==> src/rtl/cpu_pkg.sv <==
// cpu_pkg: shared definitions for the instruction sequencer.
//   - state_t   : sequencer FSM states
//   - OPC_*     : 3-bit major opcodes (ir[15:13])
//   - OP_*      : 2-bit sub-operations (ir[12:11])
//   - WB_*      : register-file write-back source select encodings
package cpu_pkg;

  typedef enum logic [3:0] {
    S_RST,
    S_IF1,
    S_IF2,
    S_UPC,
    S_DEC,
    S_GETA,
    S_GETB,
    S_EXEC,
    S_WB,
    S_MADDR,
    S_MRD,
    S_MWB,
    S_MWR,
    S_HALT
  } state_t;

  localparam logic [2:0] OPC_LDR  = 3'b011;
  localparam logic [2:0] OPC_STR  = 3'b100;
  localparam logic [2:0] OPC_ALU  = 3'b101;
  localparam logic [2:0] OPC_MOV  = 3'b110;
  localparam logic [2:0] OPC_HALT = 3'b111;

  localparam logic [1:0] OP_MOV_REG = 2'b00;
  localparam logic [1:0] OP_CMP     = 2'b01;
  localparam logic [1:0] OP_MOV_IMM = 2'b10;

  localparam logic [1:0] WB_C   = 2'b00;
  localparam logic [1:0] WB_MEM = 2'b01;
  localparam logic [1:0] WB_IMM = 2'b10;
  localparam logic [1:0] WB_PC  = 2'b11;

endpackage

==> src/rtl/instr_dec.sv <==
// instr_dec: pure combinational split of the instruction register into fields.
// Ports:
//   ir     in  16  instruction register
//   opcode out 3   ir[15:13]
//   op     out 2   ir[12:11]
//   rn     out 3   ir[10:8]
//   rd     out 3   ir[7:5]
//   rm     out 3   ir[2:0]
//   imm8   out 8   ir[7:0]
//   imm5   out 5   ir[4:0]
module instr_dec (
  input  logic [15:0] ir,
  output logic [2:0]  opcode,
  output logic [1:0]  op,
  output logic [2:0]  rn,
  output logic [2:0]  rd,
  output logic [2:0]  rm,
  output logic [7:0]  imm8,
  output logic [4:0]  imm5
);

  assign opcode = ir[15:13];
  assign op     = ir[12:11];
  assign rn     = ir[10:8];
  assign rd     = ir[7:5];
  assign rm     = ir[2:0];
  assign imm8   = ir[7:0];
  assign imm5   = ir[4:0];

endmodule

==> src/rtl/instr_seq_ctrl.sv <==
// instr_seq_ctrl: Moore-style instruction sequencer for a small 16-bit CPU.
// Fetches from a synchronous RAM, decodes, and steps the datapath through
// register reads, execute, write-back and load/store memory phases.
// Ports:
//   clk, rst (async, active-high)
//   start_pc   in  8   PC loaded when the RST state is left
//   mem_rdata  in  16  RAM read data, valid the cycle after mem_rd
//   dp_c       in  16  datapath C result (address / store data)
//   mem_addr, mem_rd, mem_wr, mem_wdata   RAM interface
//   ir, pc                                architectural registers
//   rf_rd_num, rf_wr_num, rf_wr_en, wb_sel register-file control
//   load_a, load_b, load_c, load_s, asel, bsel  datapath strobes
//   halted                                HALT reached
module instr_seq_ctrl
  import cpu_pkg::*;
(
  input  logic        clk,
  input  logic        rst,
  input  logic [7:0]  start_pc,
  input  logic [15:0] mem_rdata,
  input  logic [15:0] dp_c,
  output logic [7:0]  mem_addr,
  output logic        mem_rd,
  output logic        mem_wr,
  output logic [15:0] mem_wdata,
  output logic [15:0] ir,
  output logic [7:0]  pc,
  output logic [2:0]  rf_rd_num,
  output logic [2:0]  rf_wr_num,
  output logic        rf_wr_en,
  output logic [1:0]  wb_sel,
  output logic        load_a,
  output logic        load_b,
  output logic        load_c,
  output logic        load_s,
  output logic        asel,
  output logic        bsel,
  output logic        halted
);

  state_t     state;
  logic [7:0] addr_q;     // data address captured in MADDR
  logic       addr_done;  // STR: address phase finished, now on data phase

  logic [2:0] opcode, rn, rd, rm;
  logic [1:0] op;
  logic [7:0] imm8;
  logic [4:0] imm5;

  instr_dec u_dec (
    .ir     (ir),
    .opcode (opcode),
    .op     (op),
    .rn     (rn),
    .rd     (rd),
    .rm     (rm),
    .imm8   (imm8),
    .imm5   (imm5)
  );

  // Immediates are routed to the datapath straight from ir; the sequencer
  // itself never looks at them.
  logic unused_imm;
  assign unused_imm = ^{imm8, imm5};

  logic is_ldr, is_str, is_alu, is_cmp, is_mov_reg, is_mov_imm, is_halt;
  assign is_ldr     = (opcode == OPC_LDR);
  assign is_str     = (opcode == OPC_STR);
  assign is_alu     = (opcode == OPC_ALU);
  assign is_cmp     = is_alu && (op == OP_CMP);
  assign is_mov_reg = (opcode == OPC_MOV) && (op == OP_MOV_REG);
  assign is_mov_imm = (opcode == OPC_MOV) && (op == OP_MOV_IMM);
  assign is_halt    = (opcode == OPC_HALT);

  // NOTE: state registers use non-blocking assignments so every flop samples
  // pre-edge values; the async reset never touches start_pc, which is only
  // sampled on the clocked RST -> IF1 transition.
  always_ff @(posedge clk or posedge rst) begin
    if (rst) begin
      state     <= S_RST;
      pc        <= 8'h00;
      ir        <= 16'h0000;
      addr_q    <= 8'h00;
      addr_done <= 1'b0;
    end else begin
      case (state)
        S_RST: begin
          pc    <= start_pc;
          state <= S_IF1;
        end
        S_IF1: begin
          addr_done <= 1'b0;
          state     <= S_IF2;
        end
        S_IF2: begin
          ir    <= mem_rdata;
          state <= S_UPC;
        end
        S_UPC: begin
          pc    <= pc + 8'd1;  // wraps 0xFF -> 0x00
          state <= S_DEC;
        end
        S_DEC: begin
          if (is_mov_imm)                    state <= S_WB;
          else if (is_halt)                  state <= S_HALT;
          else if (is_mov_reg)               state <= S_GETB;
          else if (is_alu || is_ldr || is_str) state <= S_GETA;
          else                               state <= S_IF1;
        end
        // Load/store compute the address (Rn + imm5) before reading Rm/Rd.
        S_GETA:  state <= (is_ldr || is_str) ? S_EXEC : S_GETB;
        S_GETB:  state <= S_EXEC;
        S_EXEC: begin
          if (is_cmp)      state <= S_IF1;
          else if (is_ldr) state <= S_MADDR;
          else if (is_str) state <= addr_done ? S_MWR : S_MADDR;
          else             state <= S_WB;
        end
        S_MADDR: begin
          addr_q    <= dp_c[7:0];
          addr_done <= 1'b1;
          state     <= is_str ? S_GETB : S_MRD;
        end
        S_MRD:   state <= S_MWB;
        S_MWB:   state <= S_IF1;
        S_MWR:   state <= S_IF1;
        S_WB:    state <= S_IF1;
        S_HALT:  state <= S_HALT;
        default: state <= S_RST;
      endcase
    end
  end

  // Outputs decode from registered state so an async reset removes every
  // strobe immediately, including a write already on the bus.
  // NOTE: every output gets a default before the case so no latch is inferred.
  always_comb begin
    mem_addr  = pc;
    mem_rd    = 1'b0;
    mem_wr    = 1'b0;
    mem_wdata = 16'h0000;
    rf_rd_num = rn;
    rf_wr_num = rd;
    rf_wr_en  = 1'b0;
    wb_sel    = WB_C;
    load_a    = 1'b0;
    load_b    = 1'b0;
    load_c    = 1'b0;
    load_s    = 1'b0;
    asel      = 1'b0;
    bsel      = 1'b0;
    halted    = 1'b0;
    case (state)
      S_IF1:  mem_rd = 1'b1;
      S_GETA: load_a = 1'b1;
      S_GETB: begin
        rf_rd_num = is_str ? rd : rm;
        load_b    = 1'b1;
      end
      S_EXEC: begin
        load_c = 1'b1;
        load_s = is_cmp;
        asel   = is_mov_reg || (is_str && addr_done);
        bsel   = is_ldr || (is_str && !addr_done);
      end
      S_WB: begin
        rf_wr_en = 1'b1;
        if (is_mov_imm) begin
          rf_wr_num = rn;
          wb_sel    = WB_IMM;
        end
      end
      S_MRD: begin
        mem_addr = addr_q;
        mem_rd   = 1'b1;
      end
      S_MWB: begin
        rf_wr_en = 1'b1;
        wb_sel   = WB_MEM;
      end
      S_MWR: begin
        mem_addr  = addr_q;
        mem_wr    = 1'b1;
        mem_wdata = dp_c;
      end
      S_HALT:  halted = 1'b1;
      default: ;
    endcase
  end

endmodule
==> config.mk <==
export PLATFORM = sky130hd
export DESIGN_NAME = instr_seq_ctrl
export DESIGN_NICKNAME = d
export VERILOG_FILES = /design/src/rtl/cpu_pkg.sv /design/src/rtl/instr_dec.sv /design/src/rtl/instr_seq_ctrl.sv
export SDC_FILE = /design/constraint.sdc
export NUM_CORES = 1
export LEC_CHECK = 0
export CAP_MARGIN = 10
export CELL_PAD_IN_SITES_DETAIL_PLACEMENT = 0
export CELL_PAD_IN_SITES_GLOBAL_PLACEMENT = 1
export CORE_ASPECT_RATIO = 0.75
export CORE_MARGIN = 8
export CORE_UTILIZATION = 33
export CTS_CLUSTER_SIZE = 20
export DETAILED_ROUTE_END_ITERATION = 16
export PLACE_DENSITY_LB_ADDON = 0.1
export SYNTH_ARGS = -nofsm -noshare
export SYNTH_HDL_FRONTEND = slang
export SYNTH_SLANG_ARGS = --single-unit
==> constraint.sdc <==
create_clock -name clk -period 2.9 [get_ports clk]
set_input_delay 0.58 -clock clk [delete_from_list [all_inputs] [get_ports clk]]
set_output_delay 0.58 -clock clk [all_outputs]
set_load 0.005 [all_outputs]
# Word level (Yosys, flattened, before mapping)
# Cells that the tools add are included.
# word_totals
regBits	37
latch_bits	0
ramBits	0
romBits	0
inputBits	42
out_inout_bits	66
elab_cells	76
mem_count	0
# classes
n_addsub	1
n_mul	0
div_mod_pow	0
magnitude_cmp	0
eq_ne	20
shifts	0
muxes	31
bitwise	0
n_reduce_logical	19
# ops
op	n
one-hot mux 4 bit (11 select lines)	1
2-to-1 mux 3 bit	9
equality test 4 bit (second input constant)	6
equality test 4 x 3 -> 1 bit (second input constant)	4
2-to-1 mux 16 bit	1
2-to-1 mux 4 bit	4
one-hot mux 8 bit (2 select lines)	1
equality test 3 bit (second input constant)	4
2-to-1 mux 1 bit	11
adder 8 x 1 -> 8 bit (second input constant)	1
equality test 4 x 2 -> 1 bit (second input constant)	2
2-to-1 mux 8 bit	1
OR reduction 2 bit	3
logical AND 1 bit	5
logical OR 1 bit	5
equality test 4 x 1 -> 1 bit (second input constant)	1
zero test 4 bit	1
one-hot mux 2 bit (2 select lines)	1
nonzero test 2 bit	2
OR reduction 4 bit	1
equality test 3 x 2 -> 1 bit (second input constant)	1
equality test 2 x 1 -> 1 bit (second input constant)	1
equality test 2 bit (second input constant)	1
zero test 2 bit	1
other kinds (3)	3

# Longest topological paths before layout
# Gate-level depths: netlist of run 1.
# depth
depth_word	8
ltp_mapped	6
mapped_depth_nobuf	5

# By module
# A second synthesis of run 1 with hierarchy kept.
# unflattened
cells_unflattened	262
area_unflattened_um2	2461.1
# modules_own_cells
module	instances	cells_each	area_per_inst_um2	seq_area_each_um2
instr_seq_ctrl	1	235	2258.4	925.9
instr_dec	1	27	202.7	0.0

# Worst setup path before layout of run 1
# No wires, ideal clock.
# synth_path
path_type	register -> output
start	register ir[13]
end	output port rf_wr_num[0]
arrival_time_ns	1.511
required_ns	2.320
path_slack_ns	0.809
stages_incl_launch_ff	4
n_path_buf	0
cell_sequence	dfrtp_1 > nand4bb_2 > nor4_4 > mux2_2
# synth_via
elab_chain_len	4
# synth_lines
item	line_no	text
start, declared	instr_seq_ctrl.sv:26	output logic [15:0] ir,
start signal, assigned	instr_seq_ctrl.sv:96	ir <= mem_rdata;
equality test 3 bit	instr_seq_ctrl.sv:72	assign is_mov_imm = (opcode == OPC_MOV) && (op == OP_MOV_IMM);
logical AND 1 bit	instr_seq_ctrl.sv:72	
2-to-1 mux 3 bit	instr_seq_ctrl.sv:168	if (is_mov_imm) begin
2-to-1 mux 3 bit	instr_seq_ctrl.sv:153	case (state)
end, declared	instr_seq_ctrl.sv:29	output logic [2:0] rf_wr_num,
# Every way passes these cells.

# Final worst setup path of run 1
# layout_path
start	register state[0]
end	output port rf_wr_num[1]
# layout_via
elab_chain_len	2
# layout_lines
item	line_no	text
start, declared	instr_seq_ctrl.sv:41	state_t state;
start signal, assigned	instr_seq_ctrl.sv:111	S_GETA: state <= (is_ldr || is_str) ? S_EXEC : S_GETB;
start signal, assigned	instr_seq_ctrl.sv:116	else if (is_str) state <= addr_done ? S_MWR : S_MADDR;
start signal, assigned	instr_seq_ctrl.sv:122	state <= is_str ? S_GETB : S_MRD;
equality test 4 bit	instr_seq_ctrl.sv:153	
2-to-1 mux 3 bit	instr_seq_ctrl.sv:153	
# Every way passes these cells.

==> summary.txt, run 1 <==
GRT
  • Overall global routing resource usage: 15.1%
  • First-pass GRT wire length: 11900 um
  • Grt total ovfl: 0
  • Initial antenna violation count: 0
  • Largest net degree at the start of global routing: 38
  • Number of global-route vias before repair: 2113

Detailed routing
  • DR vias/cell: 4.99
  • DRC errors left: 0
  • Iter 0 DRT Violations: 101
  • DRT antenna net count: 0
  • Avg WL per Cell: 16.7 um
  • Post-Route WL: 7600 um
  • First drt pass iteration count: 4
  • Via count: 2272

Die
  • Die area: 10100 um2
  • Initial Util: 34.2%
  • Die width: 113 um
  • Placeable Area: 6860 um2
  • Die height: 89.1 um
  • Cell Rows: 26
  • Ports: 108

Placed design
  • Port Buf Inserts: 107
  • Cells after DPL: 448
  • Gpl congestion: 0.831
  • DP HPWL: 5920 um
  • Pre-CTS setup slack: 297 ps

Yosys
  • Post-synthesis cell type count: 47
  • Post-synthesis sequential area ratio: 39.4%
  • FF+latch count, synth: 37
  • Yosys warns: 0
  • Commonest register cell after synthesis: dfrtp_1
  • Syn_nets: 290
  • Post-Syn Instances: 247
  • Netlist Area Pre-Place: 2350 um2
  • Syn Area/Cell: 9.51 um2
  • Number of synthesized flops with an enable pin: 0
  • Asr flop ratio synth: 100%

STA
  • Worst slew pin tran: 508 ps
  • Final setup margin: 120 ps
  • Skew final: 5.26 ps
  • Worst hold slack: 504 ps
  • Max Freq: 360 MHz
  • Setup violators final: 0
  • Final number of hold-violating endpoints: 0
  • Crit share post-route: 95.9%
  • Final min period: 2780 ps
  • Slew Viols, Final: 0
  • Slew HR: 66.1%
  • Post-Route Setup TNS: 0 ps
  • Unrepaired setup endpoints after global routing: no

Worst setup path
  • Crit path capture type: output pin
  • Worst-path fanout max: 10
  • R2R cell count: 4
  • Stages on worst setup path: 4
  • CP Launch Type: flip-flop
  • WP data required: 2320 ps
  • Worst path cell trace: nand2b_1 -> nor4_4 -> mux2_2 -> clkdlybuf4s50_1
  • Reg-to-Reg Start: state[2]
  • Critical path class: flip-flop to output pin
  • Crit path largest cell delay: 480 ps
  • CP max stage cell: dfrtp_1
  • CP arrival: 2200 ps
  • Worst path buffer plus inverter count: 1
  • Worst Setup SP: state[0]
  • CP top delay family: simple AND/OR/NAND/NOR gates

Finish
  • Commonest non-fill, non-tap cell in the layout: clkdlybuf4s50_1
  • Inserted Diodes: 0
  • Cell Count, Final, Fillers Out: 455
  • Most frequent cells in the layout: clkdlybuf4s50_1 (107), dfrtp_1 (36), mux2_2 (32), a21oi_1 (21), nand2_1 (19)
  • Nets: 400
  • Area grow syn2layout: 54.6%
  • Layout cells sized above 1: 17.4%

CTS
  • CTS tree: yes
  • CTS Root Buffer Type: clkbuf_8
  • CTS Hold Buffers Added: 0
  • Clk sinks: 37
  • Clock Pin Slew Worst Setup and Hold Paths: 80 ps
  • Worst skew pair latency: 290 ps
  • CTS buffer count: 5
  • Setup Buffers After CTS: 0
  • Clock buffer depth: 2
  • CTS H-tree depth: 2

Hold path
  • HP Class: flip-flop to flip-flop
  • Hold path start: addr_q[2]
  • Worst hold stages: 1

Power and ir drop
  • P_sw: 1450 uW
  • PD cells: 1010 nW/um2
  • Clock Power Share: 10.2%
  • Logic pwr share: 59.8%
  • Switching share of total power: 39.6%
  • Internal Power: 2210 uW
  • Max VDD drop: 0.401 mV
  • Leakage: 0.00140 uW
  • Reg power frac: 30.0%

Outcome
  • Status: finished, final reports clean

Job
  • Max cap viols: 0
## metal layers
metal	global-route usage [%]	wire, um	vias up
li1	-	-	1113
met1	19.9	3500	1083
met2	23.8	3590	74
met3	4.79	485	2
met4	3.25	36	0
met5	0	0	-
## logic make-up (layout without fill, tap and decap cells)
kind of cell	after synthesis	count (layout)	share of synthesized area (%)
xor gates and xnor gates	1	1	0.373
buffers and inverters	23	133	4.69
and+or+nand+nor	90	90	22.3
AOI/OAI and AO/OA	59	59	15.7
muxes	36	36	17.0
DFF	37	37	39.4
adders and majority gates	1	1	0.532
## power by group through the flow
| stage | clock network, uW | logic, uW | registers, uW |
|---|---|---|---|
| floorplan | 0 | 1220 | 1030 |
| global placement | 0 | 2200 | 1090 |
| detailed placement | 0 | 2210 | 1100 |
| CTS | 389 | 2220 | 1100 |
| global route | 413 | 2390 | 1150 |
| finish | 372 | 2190 | 1100 |
## path summary, 6_finish.rpt
path	end	slack, ps
max in group asynchronous	ir[14]	1820
min in group asynchronous	pc[1]	710
setup reg to reg	addr_q[4]	910
hold reg to reg	addr_q[2]	500
hold / removal	addr_q[2]	500
setup / recovery	rf_wr_num[1]	120
## sequential cells by signal, summed over array words and instances (netlist names)
signal,cells
ir,16
pc,8
state,4
addr_q,8
addr_done,1
## through the flow
stage,util (%),area [um2],power [uW]
6_report,52.9,3630,3660
2_1_floorplan,-,2350,2250
4_1_cts,52.9,3630,3700
5_1_grt,52.9,3630,3960
3_3_place_gp,51.7,3550,3290
3_5_place_dp,51.7,3550,3310
## cell type report
cell class / count / area, um2
clock buffers: 7 / 86.3
well taps: 98 / 123
repair buffers: 118 / 1150
multi-input cells: 187 / 1310
flip-flops and latches: 37 / 927
fillers: 646 / 3230
inverters: 8 / 30.0
## cell usage after synthesis, drive strengths merged, types with 3 or more instances
cell / number / share of area, %
and2: 16 / 4.3
mux2i: 4 / 1.7
buf: 12 / 2.9
dfrtp: 37 / 39
clkbuf: 3 / 0.48
nor4: 3 / 1.4
o21ai: 13 / 2.8
o22ai: 3 / 0.80
nor2b: 3 / 0.80
nand2b: 5 / 1.3
or3: 6 / 1.6
nor2: 18 / 3.6
mux2: 32 / 15
nor3: 7 / 1.7
inv: 8 / 1.3
nand3: 4 / 0.85
nand2: 20 / 3.3
a21oi: 21 / 4.5
a211oi: 6 / 1.9
## timing repair
item	CTS	global route
pin swaps	1	0
endpoints found under the setup margin	1	3
resized for setup	1	1
endpoints found under the hold margin	0	0
Note: power is estimated with default switching activity, not from simulation.
==> run 2: changes to the inputs <==
- GPL_TIMING_DRIVEN: unset -> 1
==> results of run 2 <==
Final layout, timing and power as in run 1 (identical DEF).
==> run 3: changes to the inputs <==
- PLACE_DENSITY_LB_ADDON: 0.1 -> 0.3
==> run 3 against run 2 <==
Effect of this change:
- cell count rose by 0.66%
- power rose by 2.0%
- routed wire length fell by 0.24%
- largest power group unchanged
==> summary.txt, run 3 (same netlist as run 1, synthesis figures left out) <==
STA
  • Final number of hold-violating endpoints: 0 (unchanged)
  • Unrepaired setup endpoints after global routing: no
  • Crit share post-route: 94.8% (-1.0 points)
  • Post-Route Setup TNS: 0 ps (unchanged)
  • Max Freq: 364 MHz (+1.1%)
  • Slew Viols, Final: 0 (unchanged)
  • Worst slew pin tran: 549 ps (+40.7 ps)
  • Setup violators final: 0 (unchanged)
  • Skew final: 6.37 ps (+1.11 ps)
  • Final min period: 2750 ps (-29.6 ps)
  • Slew HR: 63.1% (-3.0 points)

Finish
  • Area grow syn2layout: 56.5%
  • Most frequent cells in the layout: clkdlybuf4s50_1 (107), dfrtp_1 (35), mux2_2 (32), a21oi_1 (21), nand2_1 (19)
  • Post-route design area: 3680 um2 (+1.2%)
  • Commonest non-fill, non-tap cell in the layout: clkdlybuf4s50_1
  • Largest register by flop count: ir
  • Nets: 402 (+0.50%)
  • Layout cells sized above 1: 18.6% (+1.2 points)
  • Layout fillers: 642 (-0.62%)
  • Inserted Diodes: 0 (unchanged)
  • Top Registers: ir (16), addr_q (8), pc (8)
  • Max reg flops: 16 (unchanged)

Worst setup path
  • Reg-to-Reg Start: state[0]
  • Reg-to-Reg End: addr_q[4]
  • R2R cell count: 5 (+1)
  • Crit path capture type: output pin
  • WP data required: 2320 ps (about the same)
  • Critical path class: flip-flop to output pin
  • CP Launch Type: flip-flop
  • Flop-to-flop setup slack: 920 ps (about the same)
  • Worst-path fanout max: 8 (-2)
  • CP arrival: 2170 ps (-30 ps)

Detailed routing
  • First drt pass iteration count: 4 (unchanged)
  • DR vias/cell: 4.95 (-0.79%)
  • Iter 0 DRT Violations: 145 (+44%)
  • DRT antenna net count: 0 (unchanged)
  • Via count: 2269 (-0.13%)
  • DRC errors left: 0 (unchanged)
  • Post-Route WL: 7590 um (-0.24%)
  • Avg WL per Cell: 16.6 um (-0.89%)

CTS
  • CTS buffer count: 5 (unchanged)
  • Worst skew pair latency: 290 ps (about the same)
  • CTS tree: yes
  • CTS H-tree depth: 2 (unchanged)
  • Clock Pin Slew Worst Setup and Hold Paths: 80 ps (about the same)
  • Clk sinks: 37 (unchanged)
  • Clock buffer depth: 2 (unchanged)
  • CTS Hold Buffers Added: 0 (unchanged)
  • CTS Root Buffer Type: clkbuf_8

Hold path
  • HP Class: flip-flop to flip-flop
  • Hold path start: addr_q[3]
  • Worst hold stages: 1 (unchanged)
  • Worst Hold Endpoint: addr_q[3]

Die
  • Cell Rows: 26 (unchanged)
  • Initial Util: 34.2% (unchanged)
  • Placeable Area: 6860 um2 (unchanged)
  • Die area: 10100 um2 (unchanged)
  • Die height: 89.1 um (unchanged)
  • Die width: 113 um (unchanged)
  • Ports: 108 (unchanged)

GRT
  • Number of global-route vias before repair: 2216 (+4.9%)
  • Grt total ovfl: 0 (unchanged)
  • Initial antenna violation count: 0 (unchanged)
  • Largest net degree at the start of global routing: 38 (unchanged)
  • First-pass GRT wire length: 12000 um (+0.23%)
  • Overall global routing resource usage: 15.0% (-0.14 points)

Power and ir drop
  • PD cells: 1010 nW/um2 (+0.83%)
  • Leakage: 0.00143 uW (+1.6%)
  • Max VDD drop: 0.473 mV (+18%)

Outcome
  • Status: finished, final reports clean

Job
  • Max cap viols: 0 (unchanged)

Placed design
  • Gpl congestion: 0.884 (+6.4%)
  • Cell Area, Placed: 3550 um2 (+0.21%)
  • Port Buf Inserts: 107 (unchanged)
  • DP HPWL: 5960 um (+0.61%)
[run 3: cell count changes in the layout (fill, tap and decap cells not counted)]
cell	delta
buf_12	+1
buf_4	+1
clkbuf_1	-1
clkbuf_8	+1
clkinv_2	+1
dfrtp_1	-1
dfrtp_2	+1
[run 3: power breakdown]
group	switching [uW]	internal, uW
registers	310	781
clock network	191	215
logic	966	1270
total	1470	2260
[run 3: timing repair]
item | CTS | global route
setup endpoints to repair | 0 | 14
resized for setup | 0 | 3
setup buffers | 0 | 1
[run 3: area by class of cell]
type	instances	area, um2	area share (%)
Clock inverter	1	5.00	0.136
Clock buffer	7	96.3	2.62
Sequential cell	37	928	25.2
Timing Repair Buffer	120	1180	32.1
Inverter	8	30.0	0.817
Tap cell	98	123	3.33
Multi-Input combinational cell	187	1310	35.7
[run 3: worst max path at each step]
| stage | from | end | slack (ps) | depth (start not counted) |
|---|---|---|---|---|
| finish | state[1] | rf_wr_num[2] | 150 | 5 |
| global placement | ir[14] | rf_wr_num[2] | 370 | 4 |
| detailed placement | ir[14] | rf_wr_num[1] | 320 | 4 |
| floorplan | ir[13] | rf_wr_num[0] | 810 | 3 |
| CTS | ir[14] | rf_wr_num[1] | 10 | 4 |
| global route | state[1] | rf_wr_num[2] | 50 | 5 |
[run 3: per-stage QoR]
step	util, %	instances	power (uW)	hold slack (ps)	setup slack [ps]
4_1_cts	53.2	457	3730	510	11.2
3_3_place_gp	51.8	449	3290	485	373
6_report	53.6	458	3730	506	150
2_1_floorplan	-	247	2250	475	809
3_5_place_dp	51.8	449	3310	492	325
5_1_grt	53.6	458	4040	527	53.2
[run 3: worst max-delay path, cell delays in order (launching register included)]
cell             delay, ps
dfrtp_1                390
inv_2                  150
nand2_1                110
nor4_4                 400
mux2_2                 380
clkdlybuf4s50_1        450
[run 3: metal layers]
| layer | vias to the layer above | part of all wire [%] | track usage (%) | wire, um |
|---|---|---|---|---|
| met5 | - | 0 | 0 | 0 |
| met4 | 0 | 0.78 | 3.98 | 59 |
| met3 | 5 | 4.4 | 3.10 | 332 |
| met2 | 63 | 49 | 23.8 | 3720 |
| met1 | 1088 | 46 | 20.3 | 3470 |
| li1 | 1113 | - | - | - |
